$ cat src/rtl/rj_serial_loader.sv
// Serial-to-parallel loader for the Rj register store: assembles MSB-first
// framed words and writes a fixed-length sequence to addresses 0..WORDS-1.
module rj_serial_loader #(
  parameter int WIDTH  = 16,
  parameter int WORDS  = 16,
  parameter int ADDR_W = 4
) (
  input  logic              Sclk,
  input  logic              Reset_n,
  input  logic              load_start,
  input  logic              Frame,
  input  logic              Din,
  output logic              write_enable,
  output logic [ADDR_W-1:0] Write_Address,
  output logic [WIDTH-1:0]  data_out,
  output logic              busy,
  output logic              load_done,
  output logic              sync_err
);

  localparam int CNT_W = $clog2(WIDTH);
  localparam logic [CNT_W-1:0]  LAST_BIT  = CNT_W'(WIDTH - 1);
  localparam logic [ADDR_W-1:0] LAST_WORD = ADDR_W'(WORDS - 1);

  typedef enum logic [1:0] {IDLE, ARMED, SHIFT, DONE} state_t;

  state_t            state, state_next;
  logic [WIDTH-1:0]  shreg, shreg_next;
  logic [CNT_W-1:0]  bit_cnt, bit_cnt_next;
  logic [ADDR_W-1:0] word_cnt, word_cnt_next;
  logic              err, err_next;
  logic              wr_pend, wr_pend_next;

  // NOTE: every variable is defaulted first so no path through the case
  // leaves one unassigned, which would otherwise infer a latch.
  always_comb begin
    state_next    = state;
    shreg_next    = shreg;
    bit_cnt_next  = bit_cnt;
    word_cnt_next = word_cnt;
    err_next      = err;
    wr_pend_next  = 1'b0;

    case (state)
      IDLE, DONE: begin
        if (load_start) begin
          word_cnt_next = '0;
          err_next      = 1'b0;
          if (Frame) begin
            shreg_next   = {shreg[WIDTH-2:0], Din};
            bit_cnt_next = CNT_W'(1);
            state_next   = SHIFT;
          end else begin
            state_next   = ARMED;
          end
        end
      end
      ARMED: begin
        if (Frame) begin
          shreg_next   = {shreg[WIDTH-2:0], Din};
          bit_cnt_next = CNT_W'(1);
          state_next   = SHIFT;
        end
      end
      SHIFT: begin
        shreg_next = {shreg[WIDTH-2:0], Din};
        if (Frame) begin
          // Mid-word frame: drop the partial word and restart from this MSB.
          err_next     = 1'b1;
          bit_cnt_next = CNT_W'(1);
        end else if (bit_cnt == LAST_BIT) begin
          wr_pend_next  = 1'b1;
          bit_cnt_next  = '0;
          word_cnt_next = word_cnt + 1'b1;
          state_next    = (word_cnt == LAST_WORD) ? DONE : ARMED;
        end else begin
          bit_cnt_next  = bit_cnt + 1'b1;
        end
      end
      default: state_next = IDLE;
    endcase
  end

  // NOTE: sequential state uses non-blocking assignments so every register
  // samples pre-edge values regardless of statement order.
  always_ff @(posedge Sclk or negedge Reset_n) begin
    if (!Reset_n) begin
      state    <= IDLE;
      shreg    <= '0;
      bit_cnt  <= '0;
      word_cnt <= '0;
      err      <= 1'b0;
      wr_pend  <= 1'b0;
    end else begin
      state    <= state_next;
      shreg    <= shreg_next;
      bit_cnt  <= bit_cnt_next;
      word_cnt <= word_cnt_next;
      err      <= err_next;
      wr_pend  <= wr_pend_next;
    end
  end

  // Output stage: the completed word stays in shreg for one cycle, so it is
  // copied here while a back-to-back word begins shifting in behind it.
  always_ff @(posedge Sclk or negedge Reset_n) begin
    if (!Reset_n) begin
      write_enable  <= 1'b0;
      Write_Address <= '0;
      data_out      <= '0;
      busy          <= 1'b0;
      load_done     <= 1'b0;
      sync_err      <= 1'b0;
    end else begin
      write_enable <= wr_pend;
      if (wr_pend) begin
        data_out      <= shreg;
        Write_Address <= word_cnt - 1'b1;
      end
      busy      <= (state == ARMED) || (state == SHIFT);
      load_done <= (state == DONE);
      sync_err  <= err;
    end
  end

endmodule

$ cat config.mk
export PLATFORM = sky130hd
export DESIGN_NAME = rj_serial_loader
export DESIGN_NICKNAME = d
export VERILOG_FILES = /design/src/rtl/rj_serial_loader.sv
export SDC_FILE = /design/constraint.sdc
export NUM_CORES = 1
export LEC_CHECK = 0
export CAP_MARGIN = 0
export CORE_MARGIN = 10
export CORE_UTILIZATION = 45
export CTS_CLUSTER_SIZE = 8
export DETAILED_ROUTE_END_ITERATION = 10
export PLACE_DENSITY = 0.7
export SETUP_SLACK_MARGIN = 0.2
export SYNTH_ARGS = -nofsm -noshare
export SYNTH_HDL_FRONTEND = slang
export SYNTH_SLANG_ARGS = --single-unit
$ cat constraint.sdc
create_clock -name Sclk -period 2 [get_ports Sclk]
set_input_delay 0.2 -clock Sclk [delete_from_list [all_inputs] [get_ports Sclk]]
set_output_delay 0.2 -clock Sclk [all_outputs]
set_load 0.1 [all_outputs]
==> flow_summary.ini, run 1 <==
[status]
outcome = finished, final reports clean

[sta]
maxSlewViolCount = 0
finalHoldViolCount = 0
slew_headroom_pct = 59.81
fmax_mhz = 575.6
min_period_ns = 1.737
period_share_pct = 86.87
setup_viol_count_final = 0
skew_ns = 0.008709
final.setup.worst_slack_ns = 0.2626
tns_ns = 0
tightest_slew_ns = 0.6028
rsz0062_at_grt = yes

[synth]
synth_top_family_by_area = multiplexers
avgSynthCellArea_um2 = 13.90
synthCells = 163
yosys_warnings = 0
synthXorXnorAreaFrac_pct = 0.7731
synth.cell_area_um2 = 2266
yosys.area_share.simple_pct = 8.062
synthAdderAreaFrac_pct = 3.313
yosysUniqueCellTypes = 42
synth-compound-area-share_pct = 7.896
syn_nets = 174
ys_seq_elements = 52
synthMuxAreaShare_pct = 18.72
ys_seq_area_share_pct = 57.43

[placement]
port_buffers = 28
gp_congestion = 0.7943
placed_area_um2 = 2571
post-place-ws_ns = 0.1084
dpl.hpwl_um = 2974

[final_layout]
diodes = 0
final_nets = 210
drive_gt1_share_pct = 41.00
area_delta_synth_final_pct = 19.33
final_cell_mix = dfrtp_1, mux2_2, buf_4
layout_commonest_cell = dfrtp_1
final.fill_count = 423
utilization_pct = 56.13
fin_area_um2 = 2704

[worst_setup_path]
critPathCaptureType = register
reg2reg_depth = 5
worst-setup-path-type = register to register
rr_endpoint = shreg[4]
required_ns = 2.20
rr_startpoint = state[0]
worstPathArrival_ns = 1.94
critPathLaunch = state[0]
critPathMaxFanout = 12
worstSetupEndpoint = shreg[4]
worstSetupStartpointType = register
r2r_slack_ns = 0.26

[route]
drtIter0Drc = 66
drc = 0
first_pass_iters = 4
ant_nets = 0
via_per_inst = 5.221
wl_per_cell_um = 15.87
routed_wl_um = 4237
num_vias = 1394

[clock_tree]
cts.sinks = 52
htreeDepth = 2
cts_buffer_depth = 2
insertion_delay_ns = 0.31
cts_root_buf = clkbuf_8
cts.clk_slew.worst_paths_ns = 0.09
cts_buffers = 5
cts_tree = built

[grt]
grt_start_max_net_pins = 28
grt_pass1_vias = 1454
grt_pass1_wl_um = 7286
grt_antenna_before_repair = 0
grt_use_total_pct = 10.74
gr-total-overflow = 0

[power]
ir_worst_vdd_v = 0.0008586
powerDensity_nw_per_um2 = 1214
p_leak_nw = 1.320
total_power_w = 0.003283

[floorplan]
dieWidth_um = 90.96
num_io_pins = 29
std_cell_rows = 25
core_area_um2 = 4817
die_area_um2 = 8274
die_h_um = 90.96
initial_utilization_pct = 47.04

[worst_hold_path]
min_path_type = register to register

[flow_run]
maxCapViolCount = 0
-- cell type report --
class | instances | area [um2] | share of cell area (%)
Clock inverter | 2 | 16.27 | 0.6016
Tap cell | 67 | 83.83 | 3.100
Timing Repair Buffer | 35 | 282.8 | 10.46
Inverter | 8 | 30.03 | 1.111
Clock buffer | 6 | 72.57 | 2.684
Sequential cell | 52 | 1301 | 48.13
Multi-Input combinational cell | 97 | 917.1 | 33.92
-- Yosys cell counts --
cell       number  area share, %
dfrtp_1        52             57
mux2_2         31             15
inv_1           8            1.3
ha_1            6            3.3
nand3_1         5            1.1
nor2_1          5           0.83
nand2_1         4           0.66
a21o_1          3           0.99
mux2_4          3            2.0
mux2i_1         3            1.3
nand2b_1        3           0.83
o31ai_1         3           0.99
a2111o_1        2           0.99
a21oi_1         2           0.44
buf_2           2           0.44
nor2b_1         2           0.55
nor4_1          2           0.55
o211ai_1        2           0.66
xnor2_1         2           0.77
a2111oi_0       1           0.39
a211o_1         1           0.39
a211oi_1        1           0.33
a22o_1          1           0.39
a32o_1          1           0.44
a41oi_1         1           0.39
and2b_2         1           0.39
and3_1          1           0.28
buf_1           1           0.17
buf_12          1           0.88
buf_4           1           0.33
buf_6           1           0.50
clkbuf_1        1           0.17
nand4b_2        1           0.66
nor2_4          1           0.50
nor2_8          1           0.88
nor3_1          1           0.22
nor3b_1         1           0.33
o21ai_0         1           0.22
o22a_1          1           0.39
o32a_2          1           0.50
o41ai_1         1           0.39
or2_0           1           0.28
-- critical path, stage by stage (launching register included) --
cell	delay, ns
dfrtp_1	0.41
inv_1	0.09
ha_4	0.27
and2b_4	0.24
nor2_4	0.26
mux2_2	0.36
-- state kept, by name, indices dropped and copies added, names as in the netlist --
name / flops
shreg: 16
state: 2
write_enable: 1
sync_err: 1
load_done: 1
word_cnt: 4
data_out: 16
err: 1
Write_Address: 4
busy: 1
wr_pend: 1
bit_cnt: 4
-- how the worst min path moves through the flow --
stage             from          endpoint  slack [ns]  cells past startpoint
2_1_floorplan  Reset_n  Write_Address[0]        -0.1                      0
3_3_place_gp   Reset_n  Write_Address[3]        0.24                      1
3_5_place_dp   Reset_n  Write_Address[2]        0.25                      1
4_1_cts            err          sync_err        0.40                      0
5_1_grt            err          sync_err        0.41                      0
6_report           err          sync_err        0.40                      0
-- report_power, final --
part	switching, W	internal (W)	leakage (nW)
logic	0.000650	0.000569	0.596
clock network	0.000347	0.000249	0.0414
registers	0.000175	0.00129	0.682
-- through the flow --
step / hold WS [ns] / instances
after floorplan: -0.09559 / 163
after global placement: 0.2359 / 256
after detailed placement: 0.2489 / 256
after CTS: 0.3991 / 267
after global routing: 0.4140 / 267
final: 0.3979 / 267
-- layer usage --
| metal | wire (um) | GRT usage [%] | part of all wire [%] |
|---|---|---|---|
| met1 | 1980 | 13.91 | 47 |
| met2 | 1929 | 15.69 | 46 |
| met3 | 244 | 4.198 | 5.8 |
| met4 | 82 | 4.308 | 1.9 |
| met5 | 0 | 0 | 0 |
-- cells by family after synthesis --
logic type               after synthesis
AO/OA/AOI/OAI                         22
XOR/XNOR                               2
adder cells (fa/ha/maj)                6
buffers and inverters                 15
flip-flops                            52
multiplexers                          37
AND/OR/NAND/NOR                       29
-- repair_timing --
action / CTS / global route
cloned: 1 / 0
buffers inserted: 1 / 0
hold endpoints to repair: 26 / 0
hold buffers: 1 / 0
endpoints found under the setup margin: 18 / 4
pin swaps: 2 / 0
gates resized for setup: 2 / 4
Note: power is estimated with default switching activity, not from simulation.
==> run 2: changes to the inputs <==
Settings changed: CORE_MARGIN 10 to 2.
==> run 2 against run 1 <==
Net effect: design area shrank 0.32%; via count shrank 0.22%; fmax grew 1.5%; hold slack lost 0.0095 ns; die area shrank 32%; combinational power is essentially flat; register-to-register slack gained 0.03 ns; clock power is essentially flat; critical path depth is the same; critical path type unchanged; critical endpoint is now bit_cnt[3].
==> flow_summary.ini, run 2 (synthesis gave the netlist of run 1 again) <==
[floorplan]
dieWidth_um = 74.96
core_area_um2 = 4786
std_cell_rows = 25
num_io_pins = 29
initial_utilization_pct = 47.35
die_h_um = 74.96
die_area_um2 = 5619

[power]
p_leak_nw = 1.322
ir_worst_vdd_v = 0.0007379
powerDensity_nw_per_um2 = 1211

[route]
first_pass_iters = 4
drc = 0
via_per_inst = 5.210
ant_nets = 0
drtIter0Drc = 84
routed_wl_um = 3947
wl_per_cell_um = 14.78
num_vias = 1391

[worst_setup_path]
worst-setup-path-type = register to register
cp_top_family = simple AND/OR/NAND/NOR gates
critPathMaxFanout = 7
cpPeakStageDelay_ns = 0.41
worstSetupStartpointType = register
worstPathArrival_ns = 1.90
required_ns = 2.19
path_cells = inv_1, ha_4, and2b_4, or2_4, a211o_1
slowest_stage = dfrtp_1
critPathCaptureType = register
crit_buf_inv = 1

[final_layout]
diodes = 0
final_nets = 210
reg_top3 = data_out (16), shreg (16)
final_cell_mix = dfrtp_1, mux2_2, buf_4
layout_commonest_cell = dfrtp_1
fin_area_um2 = 2695
drive_gt1_share_pct = 40.00
area_delta_synth_final_pct = 18.94

[clock_tree]
cts_root_buf = clkbuf_8
cts.sinks = 52
post-cts-setup-buffers = 0
cts.clk_slew.worst_paths_ns = 0.09
cts_buffers = 5
cts_buffer_depth = 2
htreeDepth = 2
insertion_delay_ns = 0.30
cts_tree = built

[placement]
gp_congestion = 0.7500
port_buffers = 28
placed_area_um2 = 2571
dpl.hpwl_um = 2607

[sta]
min_period_ns = 1.712
tns_ns = 0
setup_viol_count_final = 0
rsz0062_at_grt = yes
tightest_slew_ns = 0.6142
slew_headroom_pct = 59.05
maxSlewViolCount = 0
period_share_pct = 85.60
fmax_mhz = 584.1
finalHoldViolCount = 0
skew_ns = 0.005532

[flow_run]
maxCapViolCount = 0

[worst_hold_path]
min_path_type = register to register

[status]
outcome = finished, final reports clean

[grt]
grt_use_total_pct = 15.84
grt_pass1_wl_um = 6686
grt_start_max_net_pins = 53
grt_pass1_vias = 1384
grt_antenna_before_repair = 0
gr-total-overflow = 0
-- run 2: timing repair --
item	CTS	global route
hold buffers	1	0
gates cloned	1	1
endpoints found under the setup margin	19	2
pin swaps	1	0
hold endpoints to repair	52	0
resized for setup	3	1
-- run 2: cell type report --
class	count	area (um2)
repair buffers	34	275.3
clock inverters	3	21.27
fillers	385	2091
flip-flops and latches	52	1301
inverters	8	30.03
well taps	67	83.83
multi-input cells	98	914.6
clock buffers	5	68.82
-- run 2: stage by stage --
stage	util, %	hold slack, ns	instances	total power, W	worst slack, ns
after floorplan	-	-0.09559	163	0.002434	0.2416
after global placement	53.73	0.2059	256	0.002579	0.1796
after detailed placement	53.73	0.2119	256	0.002634	0.05124
after CTS	56.13	0.3914	266	0.003289	0.2767
after global routing	56.31	0.4021	267	0.003459	0.2282
final	56.31	0.3884	267	0.003264	0.2881
-- run 2: per-layer routing --
layer  vias to the layer above  wire [um]  GRT usage [%]  part of all wire, %
li1                        661          -              -                    -
met5                         -          0              0                    0
met4                         0         22          4.167                 0.56
met2                        28       1927          24.66                   49
met1                       700       1801          22.05                   46
met3                         2        195          4.418                  4.9
-- run 2: path summary, 6_finish.rpt --
kind	slack, ns	depth (start not counted)	startpoint	to
setup / recovery	0.29	5	state[0]	bit_cnt[3]
hold / removal	0.39	0	err	sync_err
setup reg to reg	0.29	5	state[0]	bit_cnt[3]
hold reg to reg	0.39	0	err	sync_err
max in group asynchronous	1.35	3	Reset_n	shreg[9]
min in group asynchronous	0.41	3	Reset_n	load_done
-- run 2: where the power goes --
| group | internal [W] | switching, W |
|---|---|---|
| Sequential | 0.00129 | 0.000177 |
| Combinational | 0.000556 | 0.000639 |
| Clock | 0.000249 | 0.000349 |
| Total | 0.00210 | 0.00117 |
